===== src/rtl/approx_err_sweep_ctrl.sv =====
// Exhaustive exact-vs-approximate error sweep sequencer.
// Ports: clk/rst, start/et in; vec/vec_valid out; exact_out/approx_out in;
//   busy/done status; max_err, err_cnt, err_sum, first_fail_vec/valid, pass.
module approx_err_sweep_ctrl #(
  parameter int N_IN       = 4,
  parameter int N_OUT      = 2,
  parameter int LAT        = 0,
  parameter int EARLY_STOP = 0
) (
  input  logic                  clk,
  input  logic                  rst,
  input  logic                  start,
  input  logic [N_OUT-1:0]      et,
  output logic [N_IN-1:0]       vec,
  output logic                  vec_valid,
  input  logic [N_OUT-1:0]      exact_out,
  input  logic [N_OUT-1:0]      approx_out,
  output logic                  busy,
  output logic                  done,
  output logic [N_OUT-1:0]      max_err,
  output logic [N_IN:0]         err_cnt,
  output logic [N_IN+N_OUT-1:0] err_sum,
  output logic [N_IN-1:0]       first_fail_vec,
  output logic                  first_fail_valid,
  output logic                  pass
);

  typedef enum logic [1:0] {
    IDLE, ISSUE, DRAIN, DONE
  } state_t;

  localparam int DW = (LAT > 1) ? $clog2(LAT) : 1;
  localparam logic [DW-1:0] DLAST = DW'((LAT > 0) ? LAT - 1 : 0);
  localparam state_t AFTER = (LAT > 0) ? DRAIN : DONE;

  state_t state_q, state_d;
  logic [N_IN-1:0] vec_q;
  logic [N_OUT-1:0] et_q;
  logic [DW-1:0] drain_cnt;
  logic tap_v;
  logic [N_IN-1:0] tap_vec;
  logic [N_OUT-1:0] err;
  logic fail, stop, accept;

  assign vec = vec_q;
  assign err = (exact_out >= approx_out) ?
               exact_out - approx_out :
               approx_out - exact_out;
  assign fail = tap_v && (err > et_q);
  assign stop = (EARLY_STOP != 0) && fail;
  assign accept = (state_q == IDLE) && start;

  // Delay line aligns each issued vector with its sampled outputs.
  if (LAT > 0) begin : g_pipe
    logic [LAT-1:0] pv;
    logic [N_IN-1:0] pvec [LAT];
    always_ff @(posedge clk) begin
      if (rst) begin
        pv <= '0;
        for (int i = 0; i < LAT; i++) pvec[i] <= '0;
      end else begin
        pv[0] <= vec_valid;
        pvec[0] <= vec_q;
        for (int i = 1; i < LAT; i++) begin
          pv[i] <= pv[i-1];
          pvec[i] <= pvec[i-1];
        end
      end
    end
    assign tap_v = pv[LAT-1];
    assign tap_vec = pvec[LAT-1];
  end else begin : g_comb
    assign tap_v = vec_valid;
    assign tap_vec = vec_q;
  end

  always_comb begin
    state_d = state_q;
    vec_valid = 1'b0;
    busy = 1'b0;
    done = 1'b0;
    unique case (state_q)
      IDLE: if (start) state_d = ISSUE;
      ISSUE: begin
        vec_valid = 1'b1;
        busy = 1'b1;
        if ((&vec_q) || stop) state_d = AFTER;
      end
      DRAIN: begin
        busy = 1'b1;
        if (drain_cnt == DLAST) state_d = DONE;
      end
      DONE: begin
        done = 1'b1;
        state_d = IDLE;
      end
      default: state_d = IDLE;
    endcase
  end

  always_ff @(posedge clk) begin
    if (rst) state_q <= IDLE;
    else state_q <= state_d;
  end

  always_ff @(posedge clk) begin
    if (rst) begin
      vec_q <= '0;
      et_q <= '0;
      drain_cnt <= '0;
    end else begin
      if (state_q == DRAIN) drain_cnt <= drain_cnt + 1'b1;
      else drain_cnt <= '0;
      if (accept) begin
        vec_q <= '0;
        et_q <= et;
      end else if (state_q == ISSUE && state_d == ISSUE) begin
        vec_q <= vec_q + 1'b1;
      end
    end
  end

  always_ff @(posedge clk) begin
    if (rst || accept) begin
      max_err <= '0;
      err_cnt <= '0;
      err_sum <= '0;
      first_fail_vec <= '0;
      first_fail_valid <= 1'b0;
      pass <= 1'b1;
    end else if (tap_v) begin
      if (err > max_err) max_err <= err;
      err_cnt <= err_cnt + (N_IN+1)'(err != '0);
      err_sum <= err_sum + (N_IN+N_OUT)'(err);
      if (fail && !first_fail_valid) begin
        first_fail_vec <= tap_vec;
        first_fail_valid <= 1'b1;
        pass <= 1'b0;
      end
    end
  end

endmodule


===== config.mk =====
export PLATFORM = sky130hd
export DESIGN_NAME = approx_err_sweep_ctrl
export DESIGN_NICKNAME = d
export VERILOG_FILES = /design/src/rtl/approx_err_sweep_ctrl.sv
export SDC_FILE = /design/constraint.sdc
export NUM_CORES = 1
export LEC_CHECK = 0
export BUFFER_PORTS_ARGS = -buffer_cell sky130_fd_sc_hd__buf_4
export CAP_MARGIN = 20
export CORE_MARGIN = 2
export CORE_UTILIZATION = 50
export CTS_CLUSTER_DIAMETER = 80
export DETAILED_ROUTE_END_ITERATION = 10
export PLACE_DENSITY = 0.75
export SYNTH_ARGS = -nofsm -noshare
export SYNTH_HDL_FRONTEND = slang
export SYNTH_SLANG_ARGS = --single-unit

===== constraint.sdc =====
create_clock -name clk -period 6.2 [get_ports clk]
set_input_delay 0 -clock clk [delete_from_list [all_inputs] [get_ports clk]]
set_output_delay 0 -clock clk [all_outputs]
set_load 0.005 [all_outputs]

==> impl_metrics.env, run 1 <==
export IMPL_vias_per_cell=5.44
export IMPL_use_met3_pct=2.90
export IMPL_syn_area_sq_mm=0.00146
export IMPL_layout_min_cycle_time_ns=2.29
export IMPL_hold_depth=5
export IMPL_cp_required_ns=6.45
export IMPL_grt_overflow=0
export IMPL_vdd_ir_drop_worst_uv=167
export IMPL_grt_pass1_wl_mm=5.44
export IMPL_totalWireLength_mm=3.14
export IMPL_end_kind="flop"
export IMPL_ys_types=32
export IMPL_cp_arrival_ns=2.54
export IMPL_die_h_um=58.1
export IMPL_synth_nets=189
export IMPL_reg2reg_from="state_q[1]"
export IMPL_synth_edff_count=0
export IMPL_postCtsSetupRepairBufs=0
export IMPL_htreeDepth=1
export IMPL_max_cap_viol_count=0
export IMPL_slew_limit_headroom_pct=43.4
export IMPL_startpoint="state_q[1]"
export IMPL_post_route_period_util_pct=36.9
export IMPL_yosys_warnings=0
export IMPL_layout_common_cells="buf_4, dfxtp_1, ha_1"
export IMPL_r2r_setup_slack_ns=3.91
export IMPL_critPathMaxStageDelay_ns=0.52
export IMPL_path_cells="inv_1 -> ha_1 -> nor3_1 -> a211oi_1 -> or4_1 -> a21oi_1"
export IMPL_p_per_area_mw_per_mm2=216
export IMPL_fin_util_pct=66.6
export IMPL_drive_above_1_share_pct=20.1
export IMPL_r2r_cells=6
export IMPL_skew_ns=0.00628
export IMPL_status="completed"
export IMPL_first_global_vias=1253
export IMPL_wl_per_cell_um=13.6
export IMPL_die_x_um=58.1
export IMPL_clock_root_buffer="clkbuf_4"
export IMPL_crit_path_start_kind="flop"
export IMPL_clk_latency_ns=0.33
export IMPL_io_buffers=34
export IMPL_grt_max_degree=23
export IMPL_clockBufferDepth=2
export IMPL_critPathMaxFanout=18
export IMPL_rows=19
export IMPL_cts_clk_slew_worst_paths_ns=0.16
export IMPL_slew_violations=0
export IMPL_track_usage_pct=20.6
export IMPL_setup_violations=0
export IMPL_cts_tree="built"
export IMPL_synth_seq_cells=28
export IMPL_hpwl_mm=2.33
export IMPL_gp_congestion=0.805
export IMPL_cts_buffers_inserted=3
export IMPL_critPathKind="reg2reg"
export IMPL_hold_viol=0
export IMPL_vias=1251
export IMPL_post_place_ws_ns=3.61
export IMPL_worst_pin_slew_ns=0.849
export IMPL_leakage_nw=0.842
export IMPL_synthArstFlopShare_pct=0
export IMPL_core_sq_mm=0.00276
export IMPL_regToRegEndpoint="vec[3]"
export IMPL_use_met1_pct=26.0
export IMPL_synth_main_ff_cell="dfxtp_1"
export IMPL_drc=0
export IMPL_finalWorstSetupSlack_ns=3.91
export IMPL_avgSynthCellArea_sq_um=9.14
export IMPL_cp_slowest_cell="or4_1"
export IMPL_detail_route_antenna_nets=0
export IMPL_rsz0062_at_grt="no"
export IMPL_hold_path_class="in2reg"
export IMPL_crit_path_end="vec[3]"
export IMPL_final_common_cell="buf_4"
export IMPL_grt_use_met2_pct=36.4
export IMPL_nets=229
export IMPL_synthCells=160
export IMPL_diodes=0
export IMPL_io_pins=35
export IMPL_fmax_ghz=0.437
export IMPL_grt_busiest_layer="met2"
export IMPL_setup_tns_ns=0
export IMPL_yosysSeqAreaShare_pct=38.3
export IMPL_cts_sinks=28
export IMPL_dieArea_sq_mm=0.00337
export IMPL_start_util_pct=53.0
export IMPL_antenna_found_initial=0
export IMPL_drt_iter0_markers=33
export IMPL_dr_pass1_iters=4
export IMPL_syn2layout_area_growth_pct=25.6
-- synth_stat cells (2+ instances only) --
master    number  area, sq um
o31ai_1        2         15.0
inv_1         13         48.8
nor2_1        17         63.8
nand2b_1       3         18.8
nand2_1       13         48.8
nand3_1        5         25.0
fa_1           2         40.0
a211oi_1       2         15.0
nand4_1        3         18.8
xor2_1         4         35.0
mux2i_1        8         80.1
o21ai_0        4         20.0
or3_1          2         12.5
nor3b_1        2         15.0
xnor2_1        2         17.5
a21oi_1       11         55.1
clkbuf_1       2         7.51
nor2b_1        4         25.0
ha_1          18          225
dfxtp_1       28          561
nor3_1         4         20.0
-- logic make-up (layout without fill, tap and decap cells) --
logic type | after synthesis | in the layout | share of synthesized area (%)
xor gates and xnor gates | 6 | 6 | 3.59
and+or+nand+nor | 55 | 55 | 18.0
DFF | 28 | 28 | 38.3
buffers and inverters | 17 | 56 | 4.88
adders and majority gates | 20 | 20 | 18.1
AOI/OAI and AO/OA | 26 | 26 | 11.6
muxes | 8 | 8 | 5.47
-- critical path: cells and delay by family, from the launching register on --
kind,cells,cell delay [ns]
fa+ha+maj,1,0.46
flops,1,0.48
buf+inv,1,0.12
compound gates,2,0.29
simple gates,2,0.87
-- worst min path at each step --
stage,start,end,slack [ns]
5_1_grt,approx_out[0],max_err[0],0.37
6_report,approx_out[0],max_err[0],0.30
3_3_place_gp,rst,et_q[1],0.22
2_1_floorplan,rst,et_q[0],0.07
3_5_place_dp,rst,et_q[0],0.22
4_1_cts,approx_out[0],max_err[0],0.30
-- routing by layer --
layer / share of wire [%] / wire (um)
met4: 0.86 / 27
met3: 3.2 / 101
met2: 51 / 1590
met5: 0 / 0
met1: 45 / 1420
-- repair_timing --
item | CTS | global route
hold buffers | 5 | 0
hold endpoints to repair | 6 | 0
gates resized for setup | 0 | 0
-- final cells by class --
cell class	count	area, sq um
flip-flops and latches	28	561
fillers	244	921
clock inverters	1	30.0
clock buffers	3	22.5
multi-input cells	115	831
well taps	31	38.8
inverters	13	48.8
repair buffers	39	305
-- report_power, final --
part           switching, mW  leakage, nW  internal, mW
Sequential           0.00601        0.227         0.187
Combinational         0.0452        0.587        0.0382
Clock                 0.0546       0.0279        0.0654
Total                  0.106        0.842         0.290
-- flip-flops by register name, indices dropped and copies added, names as in the netlist --
signal	count
drain_cnt	1
err_cnt	5
err_sum	6
et_q	2
first_fail_valid	1
first_fail_vec	4
max_err	2
pass	1
state_q	2
vec	4
-- metrics by stage --
step           power, mW  instances  cell area (sq um)  hold slack, ns
4_1_cts            0.397        230               1840           0.304
3_5_place_dp       0.277        221               1730           0.223
6_report           0.396        230               1840           0.301
3_3_place_gp       0.274        221               1730           0.217
2_1_floorplan      0.251        160               1460          0.0691
5_1_grt            0.417        230               1840           0.365
Note: power is estimated with default switching activity, not from simulation.
==> run 2: changes to the inputs <==
==> constraint.sdc (replaced) <==
create_clock -name clk -period 2.4 [get_ports clk]
set_input_delay 0 -clock clk [delete_from_list [all_inputs] [get_ports clk]]
set_output_delay 0 -clock clk [all_outputs]
set_load 0.005 [all_outputs]
==> run 2 against run 1 <==
Hold slack lost 0.032 ns. Largest cell class unchanged. Sequential share of layout area down 0.33 points. Die area is the same. Largest power group unchanged.
==> impl_metrics.env, run 2 (synthesis gave the netlist of run 1 again) <==
export IMPL_postCtsSetupRepairBufs=0
export IMPL_hold_viol=0
export IMPL_dr_pass1_iters=4
export IMPL_io_pins=35
export IMPL_totalWireLength_mm=3.14
export IMPL_drt_iter0_markers=38
export IMPL_reg2reg_from="state_q[0]"
export IMPL_first_global_vias=1230
export IMPL_n_fill_cell=223
export IMPL_p_switching_mw=0.280
export IMPL_p_int_mw=0.758
export IMPL_cp_required_ns=2.63
export IMPL_hpwl_mm=2.42
export IMPL_fmax_ghz=0.496
export IMPL_cts_sinks=28
export IMPL_power_frac_seq_pct=47.9
export IMPL_critPathKind="in2reg"
export IMPL_vias=1267
export IMPL_dieArea_sq_mm=0.00337
export IMPL_swShare_pct=26.9
export IMPL_detail_route_antenna_nets=0
export IMPL_final_common_cell="buf_4"
export IMPL_clk_latency_ns=0.34
export IMPL_ctsResizeCount=0
export IMPL_io_buffers=34
export IMPL_max_cap_viol_count=0
export IMPL_wl_per_cell_um=13.5
export IMPL_p_per_area_mw_per_mm2=559
export IMPL_diodes=0
export IMPL_grt_overflow=0
export IMPL_nets=232
export IMPL_skew_ns=0.00354
export IMPL_r2r_setup_slack_ns=0.39
export IMPL_die_h_um=58.1
export IMPL_critPathMaxFanout=6
export IMPL_critPathMaxStageDelay_ns=0.49
export IMPL_vdd_ir_drop_worst_uv=460
export IMPL_htreeDepth=1
export IMPL_drive_above_1_share_pct=21.8
export IMPL_hold_buffers=4
export IMPL_cp_top_family="adder cells"
export IMPL_r2r_cells=6
export IMPL_rsz0062_at_grt="no"
export IMPL_drc=0
export IMPL_hold_path_class="in2reg"
export IMPL_cts_buffers_inserted=3
export IMPL_startpoint="exact_out[0]"
export IMPL_status="completed"
export IMPL_regToRegEndpoint="vec[3]"
export IMPL_post_route_period_util_pct=84.0
export IMPL_clkPwrFrac_pct=30.1
export IMPL_leakage_nw=0.859
export IMPL_gp_congestion=0.772
export IMPL_antenna_found_initial=0
export IMPL_top_register="err_sum"
export IMPL_crit_path_end="first_fail_vec[1]"
export IMPL_grt_pass1_wl_mm=5.31
export IMPL_crit_path_start_kind="input port"
export IMPL_cp_num_cells=12
export IMPL_critPathBufInv=3
export IMPL_slew_limit_headroom_pct=59.1
export IMPL_setup_violations=0
export IMPL_clockBufferDepth=2
export IMPL_cts_tree="built"
export IMPL_slew_violations=0
export IMPL_core_sq_mm=0.00276
export IMPL_setup_tns_ns=0
export IMPL_largest_reg_flops=6
export IMPL_rows=19
export IMPL_worst_pin_slew_ns=0.614
export IMPL_vias_per_cell=5.44
export IMPL_start_util_pct=53.0
export IMPL_cp_slowest_cell="fa_1"
export IMPL_die_x_um=58.1
export IMPL_grt_max_degree=18
export IMPL_end_kind="flop"
export IMPL_clock_root_buffer="clkbuf_4"
export IMPL_total_power_mw=1.04
export IMPL_layout_common_cells="buf_4, dfxtp_1, ha_1"
export IMPL_reg_top3="err_sum x6, err_cnt x5"
export IMPL_p_comb_share_pct=22.1
export IMPL_cp_arrival_ns=2.24
export IMPL_layout_min_cycle_time_ns=2.02
export IMPL_path_cells="buf_4 -> inv_1 -> ha_1 -> fa_1 -> a21oi_1 -> a21oi_1 -> inv_1 -> ha_1 -> nor2b_1 -> o2111ai_2 -> mux2i_1 -> nor2_1"
export IMPL_track_usage_pct=20.4
export IMPL_syn2layout_area_growth_pct=26.9
export IMPL_cts_clk_slew_worst_paths_ns=0.15
run 2: cell types whose count changed in the layout (fill, tap and decap cells not counted), sizes merged:
cell	previous run	this run
dlygate4sd3	5	4
buf	34	38
run 2: worst reg2reg max path, stage by stage, from the launching register on:
cell and delay [ns]:
dfxtp_1 0.42, inv_1 0.13, ha_1 0.24, a311oi_1 0.32, a211oi_1 0.17, or4_1 0.52, a21oi_1 0.15
run 2: layout make-up:
class / count / area [sq um] / share of cell area, %
timing repair buffer: 42 / 325 / 17.5
tap: 31 / 38.8 / 2.09
multi-input combinational: 115 / 831 / 44.7
clock inverter: 1 / 30.0 / 1.62
sequential: 28 / 561 / 30.2
inverter: 13 / 48.8 / 2.63
clock buffer: 3 / 22.5 / 1.21
run 2: power by group through the flow:
stage / combinational, mW / sequential, mW / clock (mW)
detailed placement: 0.223 / 0.508 / 0
global route: 0.260 / 0.500 / 0.333
finish: 0.229 / 0.497 / 0.312
floorplan: 0.144 / 0.505 / 0
global placement: 0.211 / 0.507 / 0
CTS: 0.230 / 0.497 / 0.320
run 2: how the worst min path moves through the flow:
stage | cells past startpoint | slack, ns | start | to
2_1_floorplan | 1 | 0.07 | rst | et_q[0]
3_5_place_dp | 2 | 0.23 | rst | state_q[1]
3_3_place_gp | 2 | 0.22 | rst | et_q[1]
5_1_grt | 6 | 0.31 | approx_out[0] | max_err[0]
4_1_cts | 6 | 0.27 | approx_out[0] | max_err[0]
6_report | 6 | 0.27 | approx_out[0] | max_err[0]
run 2: through the flow:
step | hold WS [ns] | setup slack [ns] | instance area, sq um | util [%] | instances
finish | 0.270 | 0.383 | 1860 | 67.3 | 233
global route | 0.309 | 0.225 | 1860 | 67.3 | 233
CTS | 0.266 | 0.375 | 1860 | 67.3 | 233
detailed placement | 0.231 | 0.00194 | 1760 | 64.0 | 225
global placement | 0.216 | 0.128 | 1760 | 64.0 | 225
floorplan | 0.0691 | 0.166 | 1460 | - | 160
run 2: per-layer routing:
metal  global-route usage (%)  wire [um]
met5                        0          0
met4                     7.97         51
met3                     3.57        137
met2                     35.1       1570
met1                     25.2       1380
==> run 3: changes to the inputs <==
==> constraint.sdc (replaced) <==
create_clock -name clk -period 2.01 [get_ports clk]
set_input_delay 0 -clock clk [delete_from_list [all_inputs] [get_ports clk]]
set_output_delay 0 -clock clk [all_outputs]
set_load 0.005 [all_outputs]
==> run 3 against run 2 <==
Sequential share of layout area down 1.6 points. Final area rose by 6.0%. Clock-buffer cell count stayed put. Sequential cell count is the same. Global-route usage decreased by 0.22 points. Clock skew up 0.013 ns. Power grew 24%. Register-to-register slack worse by 0.25 ns. Worst setup slack worse by 0.25 ns. Die area is the same. Critical path type is now reg2reg. Largest cell class unchanged.
==> impl_metrics.env, run 3 (synthesis gave the netlist of run 1 again) <==
export IMPL_use_met3_pct=2.68
export IMPL_critPathMaxFanout=5
export IMPL_syn2layout_area_growth_pct=34.6
export IMPL_setup_violations=0
export IMPL_drc=0
export IMPL_vias_per_cell=5.30
export IMPL_vdd_ir_drop_worst_uv=503
export IMPL_io_buffers=34
export IMPL_hp_start="approx_out[0]"
export IMPL_critPathKind="reg2reg"
export IMPL_hold_viol=0
export IMPL_diodes=0
export IMPL_startpoint="state_q[0]"
export IMPL_placed_area_sq_mm=0.00185
export IMPL_status="completed"
export IMPL_cp_required_ns=2.29
export IMPL_top_register="err_sum"
export IMPL_drive_above_1_share_pct=26.8
export IMPL_p_per_area_mw_per_mm2=651
export IMPL_drt_iter0_markers=39
export IMPL_htreeDepth=1
export IMPL_end_kind="flop"
export IMPL_grt_pass1_wl_mm=5.27
export IMPL_use_met1_pct=23.4
export IMPL_clockBufferDepth=2
export IMPL_final_common_cell="buf_4"
export IMPL_detail_route_antenna_nets=0
export IMPL_die_h_um=58.1
export IMPL_vias=1272
export IMPL_cts_tree="built"
export IMPL_nets=239
export IMPL_rows=19
export IMPL_largest_reg_flops=6
export IMPL_antenna_found_initial=0
export IMPL_total_power_mw=1.28
export IMPL_cp_arrival_ns=2.15
export IMPL_post_route_period_util_pct=93.2
export IMPL_critPathMaxStageDelay_ns=0.52
export IMPL_reg_top3="err_sum x6, err_cnt x5"
export IMPL_cts_clk_slew_worst_paths_ns=0.16
export IMPL_layout_common_cells="buf_4, dfxtp_1, nor2_1, ha_1, nand2_1"
export IMPL_layout_min_cycle_time_ns=1.87
export IMPL_gp_congestion=0.731
export IMPL_multi_input_area_sq_um=876
export IMPL_worst_pin_slew_ns=0.611
export IMPL_totalWireLength_mm=3.21
export IMPL_cts_sinks=28
export IMPL_fin_area_sq_mm=0.00197
export IMPL_reg2reg_from="state_q[0]"
export IMPL_dieArea_sq_mm=0.00337
export IMPL_cp_slowest_cell="or4_1"
export IMPL_track_usage_pct=20.1
export IMPL_wl_per_cell_um=13.4
export IMPL_layoutNonFillerInstCount=240
export IMPL_grt_use_met2_pct=38.5
export IMPL_io_pins=35
export IMPL_grt_max_degree=18
export IMPL_clk_latency_ns=0.33
export IMPL_crit_path_start_kind="flop"
export IMPL_cp_top_family="compound AO/OA/AOI/OAI gates"
export IMPL_die_x_um=58.1
export IMPL_clock_root_buffer="clkbuf_4"
export IMPL_core_sq_mm=0.00276
export IMPL_rsz0062_at_grt="no"
export IMPL_setup_tns_ns=0
export IMPL_critPathBufInv=1
export IMPL_first_global_vias=1197
export IMPL_fin_util_pct=71.4
export IMPL_fmax_ghz=0.534
export IMPL_hold_path_class="in2reg"
export IMPL_max_cap_viol_count=0
export IMPL_slew_limit_headroom_pct=59.2
export IMPL_hpwl_mm=2.55
export IMPL_cts_buffers_inserted=3
export IMPL_grt_overflow=0
export IMPL_start_util_pct=53.0
export IMPL_leakage_nw=0.894
export IMPL_postCtsSetupRepairBufs=0
export IMPL_dp_cells=230
export IMPL_regArea_sq_um=562
export IMPL_slew_violations=0
export IMPL_grt_busiest_layer="met2"
export IMPL_dr_pass1_iters=4
export IMPL_n_fill_cell=229
export IMPL_path_cells="inv_1 -> ha_1 -> a311oi_2 -> a211oi_1 -> or4_1 -> a21oi_1"
export IMPL_skew_ns=0.0165
[run 3: repair_timing]
| item | CTS | global route |
|---|---|---|
| hold endpoints to repair | 6 | 0 |
| hold buffers | 6 | 0 |
| resized for setup | 0 | 2 |
| endpoints found under the setup margin | 0 | 1 |
[run 3: worst register-to-register path: cells and delay by family (launching register included)]
family | cells | cell delay [ns]
AO/OA/AOI/OAI | 3 | 0.56
AND/OR/NAND/NOR | 1 | 0.52
flip-flops | 1 | 0.40
buffers and inverters | 1 | 0.12
adder cells (fa/ha/maj) | 1 | 0.24
[run 3: final timing paths]
kind,end,slack [ns],cells after the start
worst max-delay path,vec[3],0.14,6
worst min-delay path,max_err[0],0.30,6
worst max register to register,vec[3],0.14,6
worst min register to register,drain_cnt,0.42,1
[run 3: metrics by stage]
| step | hold slack, ns | setup slack, ns |
|---|---|---|
| floorplan | 0.0691 | -0.0576 |
| global placement | 0.214 | -0.126 |
| detailed placement | 0.222 | -0.209 |
| CTS | 0.296 | 0.0595 |
| global route | 0.314 | 0.0327 |
| finish | 0.301 | 0.138 |
[run 3: area by class of cell]
class / instances / share of cell area (%)
clock buffer: 3 / 1.14
multi-input combinational: 115 / 44.5
tap: 31 / 1.97
clock inverter: 1 / 1.53
sequential: 28 / 28.5
timing repair buffer: 49 / 19.5
inverter: 13 / 2.86
[run 3: power by group]
part	internal, mW	switching, mW
registers	0.576	0.0180
clock network	0.202	0.164
logic	0.160	0.163
[run 3: per-layer routing]
metal | wire length [um] | vias to the layer above
met5 | 0 | -
met4 | 18 | 0
met3 | 100 | 2
met2 | 1760 | 21
met1 | 1340 | 598
li1 | - | 651
